[src/rtl/pipeline_pkg.sv]
// Shared pipeline constants: datapath width, default queue depth and the NOP encoding.
package pipeline_pkg;
  localparam int unsigned W             = 32;
  localparam int unsigned DEPTH_DEFAULT = 8;
  localparam logic [31:0] NOP           = 32'b0;
endpackage

[src/rtl/fetch_queue_mem.sv]
// Fetch queue storage: DEPTH entries of {inst, pc}, two write ports, two async read ports, no reset.
module fetch_queue_mem #(
  parameter int unsigned DEPTH = 8,
  parameter int unsigned DW    = 64
) (
  input  logic                     clk,
  input  logic                     i_we0,
  input  logic [$clog2(DEPTH)-1:0] i_waddr0,
  input  logic [DW-1:0]            i_wdata0,
  input  logic                     i_we1,
  input  logic [$clog2(DEPTH)-1:0] i_waddr1,
  input  logic [DW-1:0]            i_wdata1,
  input  logic [$clog2(DEPTH)-1:0] i_raddr0,
  output logic [DW-1:0]            o_rdata0,
  input  logic [$clog2(DEPTH)-1:0] i_raddr1,
  output logic [DW-1:0]            o_rdata1
);
  logic [DW-1:0] r_mem [DEPTH];

  // Write addresses are always distinct (tail and tail+1), so the two ports never collide.
  always_ff @(posedge clk) begin
    if (i_we0) r_mem[i_waddr0] <= i_wdata0;
    if (i_we1) r_mem[i_waddr1] <= i_wdata1;
  end

  assign o_rdata0 = r_mem[i_raddr0];
  assign o_rdata1 = r_mem[i_raddr1];
endmodule

[src/rtl/fetch_queue.sv]
// Dual-issue fetch queue: accepts up to two fetched instructions per cycle, presents the oldest two.
// Optional FETCH_QUEUE_STATS_EN adds stat_issued / stat_split counters.
module fetch_queue
  import pipeline_pkg::*;
#(
  parameter int unsigned DEPTH = DEPTH_DEFAULT,
  parameter int unsigned W     = pipeline_pkg::W
) (
  input  logic         clk,
  input  logic         rst_n,
  input  logic         flush,
  input  logic         fetch_valid_0,
  input  logic [W-1:0] fetch_inst_0,
  input  logic [W-1:0] fetch_pc_0,
  input  logic         fetch_valid_1,
  input  logic [W-1:0] fetch_inst_1,
  input  logic [W-1:0] fetch_pc_1,
  output logic         fetch_ready,
  output logic [W-1:0] inst_0,
  output logic [W-1:0] PC_0,
  output logic [W-1:0] inst_1,
  output logic [W-1:0] PC_1,
  output logic         valid_0,
  output logic         valid_1,
  input  logic         issue_stall,
  input  logic         Way_0_busy
`ifdef FETCH_QUEUE_STATS_EN
  ,
  output logic [31:0]  stat_issued,
  output logic [31:0]  stat_split
`endif
);
  localparam int unsigned AW = $clog2(DEPTH);

  logic [AW-1:0]  r_head;
  logic [AW-1:0]  r_tail;
  logic [AW:0]    r_count;
  logic           w_ready;
  logic           w_push0;
  logic           w_push1;
  logic [1:0]     w_npush;
  logic [1:0]     w_npop;
  logic [2*W-1:0] w_rd0;
  logic [2*W-1:0] w_rd1;

  // Readiness looks at the registered count only, never at same-cycle pops.
  assign w_ready = (r_count <= (AW+1)'(DEPTH - 2));
  assign w_push0 = w_ready & fetch_valid_0 & ~flush;
  assign w_push1 = w_push0 & fetch_valid_1;
  assign w_npush = {1'b0, w_push0} + {1'b0, w_push1};

  always_comb begin
    w_npop = 2'd0;
    if (!issue_stall && r_count != '0) begin
      if (Way_0_busy || r_count == (AW+1)'(1)) w_npop = 2'd1;
      else                                     w_npop = 2'd2;
    end
  end

  always_ff @(posedge clk or negedge rst_n) begin
    if (!rst_n) begin
      r_head  <= '0;
      r_tail  <= '0;
      r_count <= '0;
    end else if (flush) begin
      r_head  <= '0;
      r_tail  <= '0;
      r_count <= '0;
    end else begin
      r_head  <= r_head + AW'(w_npop);
      r_tail  <= r_tail + AW'(w_npush);
      r_count <= r_count + (AW+1)'(w_npush) - (AW+1)'(w_npop);
    end
  end

  fetch_queue_mem #(
    .DEPTH (DEPTH),
    .DW    (2 * W)
  ) u_mem (
    .clk      (clk),
    .i_we0    (w_push0),
    .i_waddr0 (r_tail),
    .i_wdata0 ({fetch_inst_0, fetch_pc_0}),
    .i_we1    (w_push1),
    .i_waddr1 (r_tail + AW'(1)),
    .i_wdata1 ({fetch_inst_1, fetch_pc_1}),
    .i_raddr0 (r_head),
    .o_rdata0 (w_rd0),
    .i_raddr1 (r_head + AW'(1)),
    .o_rdata1 (w_rd1)
  );

  assign fetch_ready = w_ready;
  assign valid_0     = (r_count != '0);
  assign valid_1     = (r_count >= (AW+1)'(2));
  assign inst_0      = valid_0 ? w_rd0[2*W-1:W] : W'(NOP);
  assign PC_0        = valid_0 ? w_rd0[W-1:0]   : W'(NOP);
  assign inst_1      = valid_1 ? w_rd1[2*W-1:W] : W'(NOP);
  assign PC_1        = valid_1 ? w_rd1[W-1:0]   : W'(NOP);

`ifdef FETCH_QUEUE_STATS_EN
  logic [31:0] r_stat_issued;
  logic [31:0] r_stat_split;

  // Flush cancels the pop, so nothing is counted that cycle; counters survive flush.
  always_ff @(posedge clk or negedge rst_n) begin
    if (!rst_n) begin
      r_stat_issued <= '0;
      r_stat_split  <= '0;
    end else if (!flush) begin
      r_stat_issued <= r_stat_issued + 32'(w_npop);
      if (w_npop == 2'd1 && Way_0_busy) r_stat_split <= r_stat_split + 32'd1;
    end
  end

  assign stat_issued = r_stat_issued;
  assign stat_split  = r_stat_split;
`endif
endmodule

[config.mk]
export PLATFORM = sky130hd
export DESIGN_NAME = fetch_queue
export DESIGN_NICKNAME = d
export VERILOG_FILES = /design/src/rtl/pipeline_pkg.sv /design/src/rtl/fetch_queue_mem.sv /design/src/rtl/fetch_queue.sv
export SDC_FILE = /design/constraint.sdc
export NUM_CORES = 1
export LEC_CHECK = 0
export BUFFER_PORTS_ARGS = -buffer_cell sky130_fd_sc_hd__clkbuf_2
export CAP_MARGIN = 20
export CORE_ASPECT_RATIO = 0.7
export CORE_MARGIN = 4
export CORE_UTILIZATION = 50
export DETAILED_ROUTE_END_ITERATION = 12
export HOLD_SLACK_MARGIN = 0.02
export PLACE_DENSITY = 0.69
export SETUP_SLACK_MARGIN = 0.3
export SYNTH_ARGS = -nofsm -noshare
export SYNTH_HDL_FRONTEND = slang
export SYNTH_SLANG_ARGS = --single-unit
[constraint.sdc]
create_clock -name clk -period 14 [get_ports clk]
set_input_delay 2.1 -clock clk [delete_from_list [all_inputs] [get_ports clk]]
set_output_delay 2.1 -clock clk [all_outputs]
set_load 0.02 [all_outputs]
After elaboration in Yosys (flattened, before gate mapping)
Memories as Yosys holds them, arrays and structs flattened.
Cells that the tools add are included.

word-level totals
  logic and storage cells = 35
  bits in read-only memories = 0
  bits in latches = 0
  memories = 1
  input bits = 135
  bits in registers = 10
  output and inout port bits = 131
  bits in writable memories = 512

memories
  memory       words  bits a word  read ports  clocked after memory_dff  write ports  line                   RTL
  u_mem.r_mem  8      64           2           0                         2            fetch_queue_mem.sv:18  logic [DW-1:0] r_mem [DEPTH];

cells by class
  bitwise operators = 4
  div/mod/pow operators = 0
  multipliers = 0
  reductions and logical operators = 4
  multiplexer cells = 13
  add/sub/neg operators = 7
  magnitude comparators = 2
  equality and inequality tests = 1
  shift-type cells = 0

operators by type and width
  kind                 count
  $mux 32              4
  $add 3x1->3 const B  2
  $add 3x2->3          2
  $mux 3               2
  $add 4x2->4          1
  $eq 4x1->1 const B   1
  $ge 4x2->1 const B   1
  $le 4x3->1 const B   1
  $mux 1               4
  $mux 2               2
  $mux 4               1
  $reduce_bool 4->1    1
  $sub 4x2->4          1
  $and 1x1->1          3
  $add 1x1->2          1
  $logic_and 1x1->1    1
  $logic_not 1->1      1
  $logic_or 1x1->1     1
  $not 1->1            1

Longest topological paths before layout
  depth after elaboration = 8
  gate-level depth with buffers = 13
  depth with buffers taken out = 13

By module
From an unflattened synthesis, not the netlist that was laid out.

second synthesis, totals
  cell total of the unflattened synthesis = 1772
  area, all modules = 30919.7 um2

modules (own cells, without submodules)
  module           cells an instance  area each (um2)  seq. area each (um2)  instances
  fetch_queue_mem  1557               29309.4          15374.7               1
  fetch_queue      215                1610.3           250.2                 1

Least setup slack after synthesis
OpenSTA, ideal clock, no wires.

  path type = input-to-reg
  start point = input port fetch_valid_1
  end point = memory u_mem.r_mem[5][0], enable pin
  library setup time = 0.507 ns
  buffers on the path = 0
  data required time = 13.493 ns
  slack = 7.887 ns
  stages on the path = 3
  arrival = 5.606 ns
  cells stage by stage = nand2b_1 or3_1 a21oi_1

RTL lines
  item         line                   RTL
  from (decl)  fetch_queue.sv:15      input logic fetch_valid_1,
  to (decl)    fetch_queue_mem.sv:18

Worst setup path after layout
  start point = register r_head[1]
  end point = output port PC_1[7]

on the way
  cells in the longest elaborated chain, start to end = 3

RTL lines
  item                    line               RTL
  from (decl)             fetch_queue.sv:35  logic [AW-1:0] r_head;
  from (signal assigned)  fetch_queue.sv:70  r_head <= r_head + AW'(w_npop);
  $add 3x1->3             fetch_queue.sv:89  .i_raddr1 (r_head + AW'(1)),
  $mem_v2 8x64            -
  $mux 32                 fetch_queue.sv:99  assign PC_1 = valid_1 ? w_rd1[W-1:0] : W'(NOP);
  to (decl)               fetch_queue.sv:22  output logic [W-1:0] PC_1,

Every way passes these cells.

==> results_dict.tcl <==
set metrics [dict create \
    finalSetupViolCount 0 \
    cts_inserted_buffers 54 \
    htreeDepth 2 \
    worst-endpoint-required_ns 11.90 \
    die_x_um 304 \
    gp_congestion 0.834 \
    first_iter_violations 2740 \
    grt_usage_pct 28.4 \
    relSlewSlack_pct 24.0 \
    slowest_delay_ns 0.89 \
    drv_slew 0 \
    min_path_type "reg2reg" \
    avgViaCountPerCell 6.40 \
    grt_max_degree 103 \
    netlist_area_mm2 0.0306 \
    drive_gt1_share_pct 39.0 \
    synth-compound-area-share_pct 4.41 \
    synthAdderAreaFrac_pct 0.669 \
    post_cts_resized 0 \
    path_buf_inv 3 \
    yosysSeqAreaShare_pct 51.0 \
    fin_crit_sh_pct 49.5 \
    grt_pass1_vias 22108 \
    slowest_stage "dfrtp_4" \
    antenna_found_initial 17 \
    row_count 75 \
    grt_pass1_wl_mm 141 \
    drc 0 \
    synth.area.mux_share_pct 30.3 \
    ys_types 35 \
    max_freq_mhz 144 \
    power_density_mw_per_mm2 156 \
    cts.sinks 522 \
    clockRootBuffer "clkbuf_16" \
    drt_first_pass_iters 7 \
    finalClockSkew_ns 0.0237 \
    nNetsFinal 2742 \
    holdBufCountCts 0 \
    io_buffers 265 \
    rsz0062_at_grt "no" \
    path_clk_slew_ns 0.07 \
    crit_chain "ha_1 -> xor2_4 -> buf_4 -> buf_4 -> nand2_1 -> a21oi_1 -> or4_1 -> clkbuf_2" \
    yosys_warnings 0 \
    syn_inst 2411 \
    yosys.area_share.simple_pct 9.58 \
    hold_viol 0 \
    leakagePower_nw 12.1 \
    cp_max_fo 78 \
    ys_seq_elements 522 \
    ir_drop_uv 100 \
    avgSynthCellArea_um2 12.7 \
    placed_cells 3344 \
    vias 22025 \
    place_hpwl_mm 52.9 \
    grt_overflow 0 \
    endpoint_kind "primary output" \
    tightest_slew_ns 1.14 \
    clkLatencyLatePin_ns 0.61 \
    nFillCells 4928 \
    syn2layout_area_growth_pct 11.2 \
    synth_top_family_by_area "multiplexers" \
    final_cell_count_no_fill 3443 \
    start_kind "flip-flop" \
    ant_nets 0 \
    postCtsSetupBuffers 0 \
    io-pin-count 266 \
    fin_crit_ns 6.93 \
    routed_wl_mm 95.5 \
    synthesis.nets 2560 \
    crit_path_frequent_cell "buf_4" \
    start_util_pct 50.8 \
    synthXorXnorAreaFrac_pct 0.229 \
    die_y_um 215 \
    routedWlPerCell_um 27.7 \
    crit_type "reg2out" \
    status "finished clean" \
    cp_top_family "buffers and inverters" \
    cts_tree "yes" \
    setup_tns_ns 0 \
    dieArea_mm2 0.0654 \
    max_cap_violations 0 \
    clockBufferDepth 3 \
    core_mm2 0.0603 \
    cp.arrival_ns 4.83 \
]
## final cells by class
type | count | area, µm² | area share, %
Inverter | 13 | 48.8 | 0.143
Tap cell | 808 | 1010 | 2.97
Antenna cell | 6 | 15.0 | 0.0440
Multi-Input combinational cell | 1691 | 14000 | 41.1
Timing Repair Buffer | 311 | 1700 | 5.00
Sequential cell | 522 | 15600 | 45.9
Clock inverter | 25 | 213 | 0.624
Clock buffer | 67 | 1460 | 4.29
## power breakdown
group / switching, W / total (W) / internal [W]
clock network: 0.000611 / 0.00142 / 0.000806
registers: 0.0000470 / 0.00183 / 0.00178
logic: 0.00136 / 0.00209 / 0.000725
total: 0.00202 / 0.00533 / 0.00331
## metal layers
metal | vias to the layer above | global-route usage (%) | routed length [µm]
met3 | 226 | 6.55 | 10600
li1 | 9433 | - | -
met4 | 22 | 8.01 | 2270
met1 | 10990 | 38.8 | 37400
met2 | 1354 | 45.8 | 45100
met5 | - | 0 | 135
## worst register-to-register path, cell delays in order, from the launching register on
cell and delay, ns:
dfrtp_1 0.38, inv_1 0.08, ha_1 0.19, a21bo_1 0.19, and2_1 0.30, nand2_1 0.51, nor2_4 1.02, buf_4 0.84
## cells by family after synthesis
logic type	Yosys count
mux	704
simple gates	697
flops	522
compound gates	268
buf+inv	198
fa+ha+maj	14
xor+xnor	8
## placed cells by master (no fill, tap or decap), types with 2 or more instances in the layout
cell and count:
mux2_1 22, nand2_1 518, nand2b_1 2, mux4_2 128, clkinv_2 11, clkinv_1 10
nand3b_1 3, and3_4 4, clkbuf_1 10, fa_1 4, nand3_1 2, bufinv_16 4
dfrtp_4 3, nand2_4 3, a21oi_1 262, diode_2 6, a31oi_1 3, clkbuf_16 57
nor2_1 74, xor2_1 2, inv_1 13, nor2b_1 6, clkbuf_2 265, mux2_2 490
buf_4 44, edfxtp_1 512, dfrtp_1 7, or4_1 64, mux2i_1 64, ha_1 10
xnor2_1 4, nor3_1 6, nor2_4 8
## path summary, 6_finish.rpt
kind	start	endpoint	slack (ns)	cells after the start
setup / recovery	r_head[1]$_DFF_PN0_	PC_1[7]	7.07	8
hold / removal	r_count[0]$_DFF_PN0_	r_count[0]$_DFF_PN0_	0.75	2
setup reg to reg	r_count[3]$_DFF_PN0_	u_mem.r_mem[7][2]$_DFFE_PP_	10.04	7
hold reg to reg	r_count[0]$_DFF_PN0_	r_count[0]$_DFF_PN0_	0.75	2
max in group asynchronous	rst_n	r_head[1]$_DFF_PN0_	12.34	1
min in group asynchronous	rst_n	r_tail[2]$_DFF_PN0_	1.37	1
## state kept, by name, summed over array words and instances, names as in the netlist
signal and cells:
r_count 4, r_head 3, r_tail 3, u_mem.r_mem 512
## cells in the mapped netlist (all sizes together)
cell type  number  area share, %
mux2          512             19
and2            1          0.020
a21o            1          0.025
nor3b           1          0.025
a31oi           3          0.061
nand2         521            6.4
edfxtp        512             50
nor2b           7           0.15
and3            5           0.10
nand3b          3          0.073
mux2i          64            2.1
a21bo           1          0.033
nor3            6          0.098
nand3           3          0.065
mux4          128            9.4
or4            64            1.6
ha             10           0.41
nor2           82            1.0
fa              4           0.26
clkbuf         37           0.45
a21oi         263            4.3
dfrtp          10           0.82
inv            13           0.16
or3             2          0.041
buf           148            3.2
nand2b          2          0.041
xor2            3          0.086
xnor2           5           0.14
## stage by stage
stage	util [%]	area, µm²	hold slack, ns	power [W]	setup slack [ns]
finish	56.5	34100	0.750	0.00533	7.07
floorplan	-	30600	0.609	0.00320	7.89
global route	56.5	34100	0.807	0.00555	6.76
detailed placement	53.6	32400	0.737	0.00394	7.81
global placement	53.6	32400	0.716	0.00390	7.90
CTS	56.4	34000	0.757	0.00534	7.13
No activity file was read; power rests on OpenSTA's default activity.
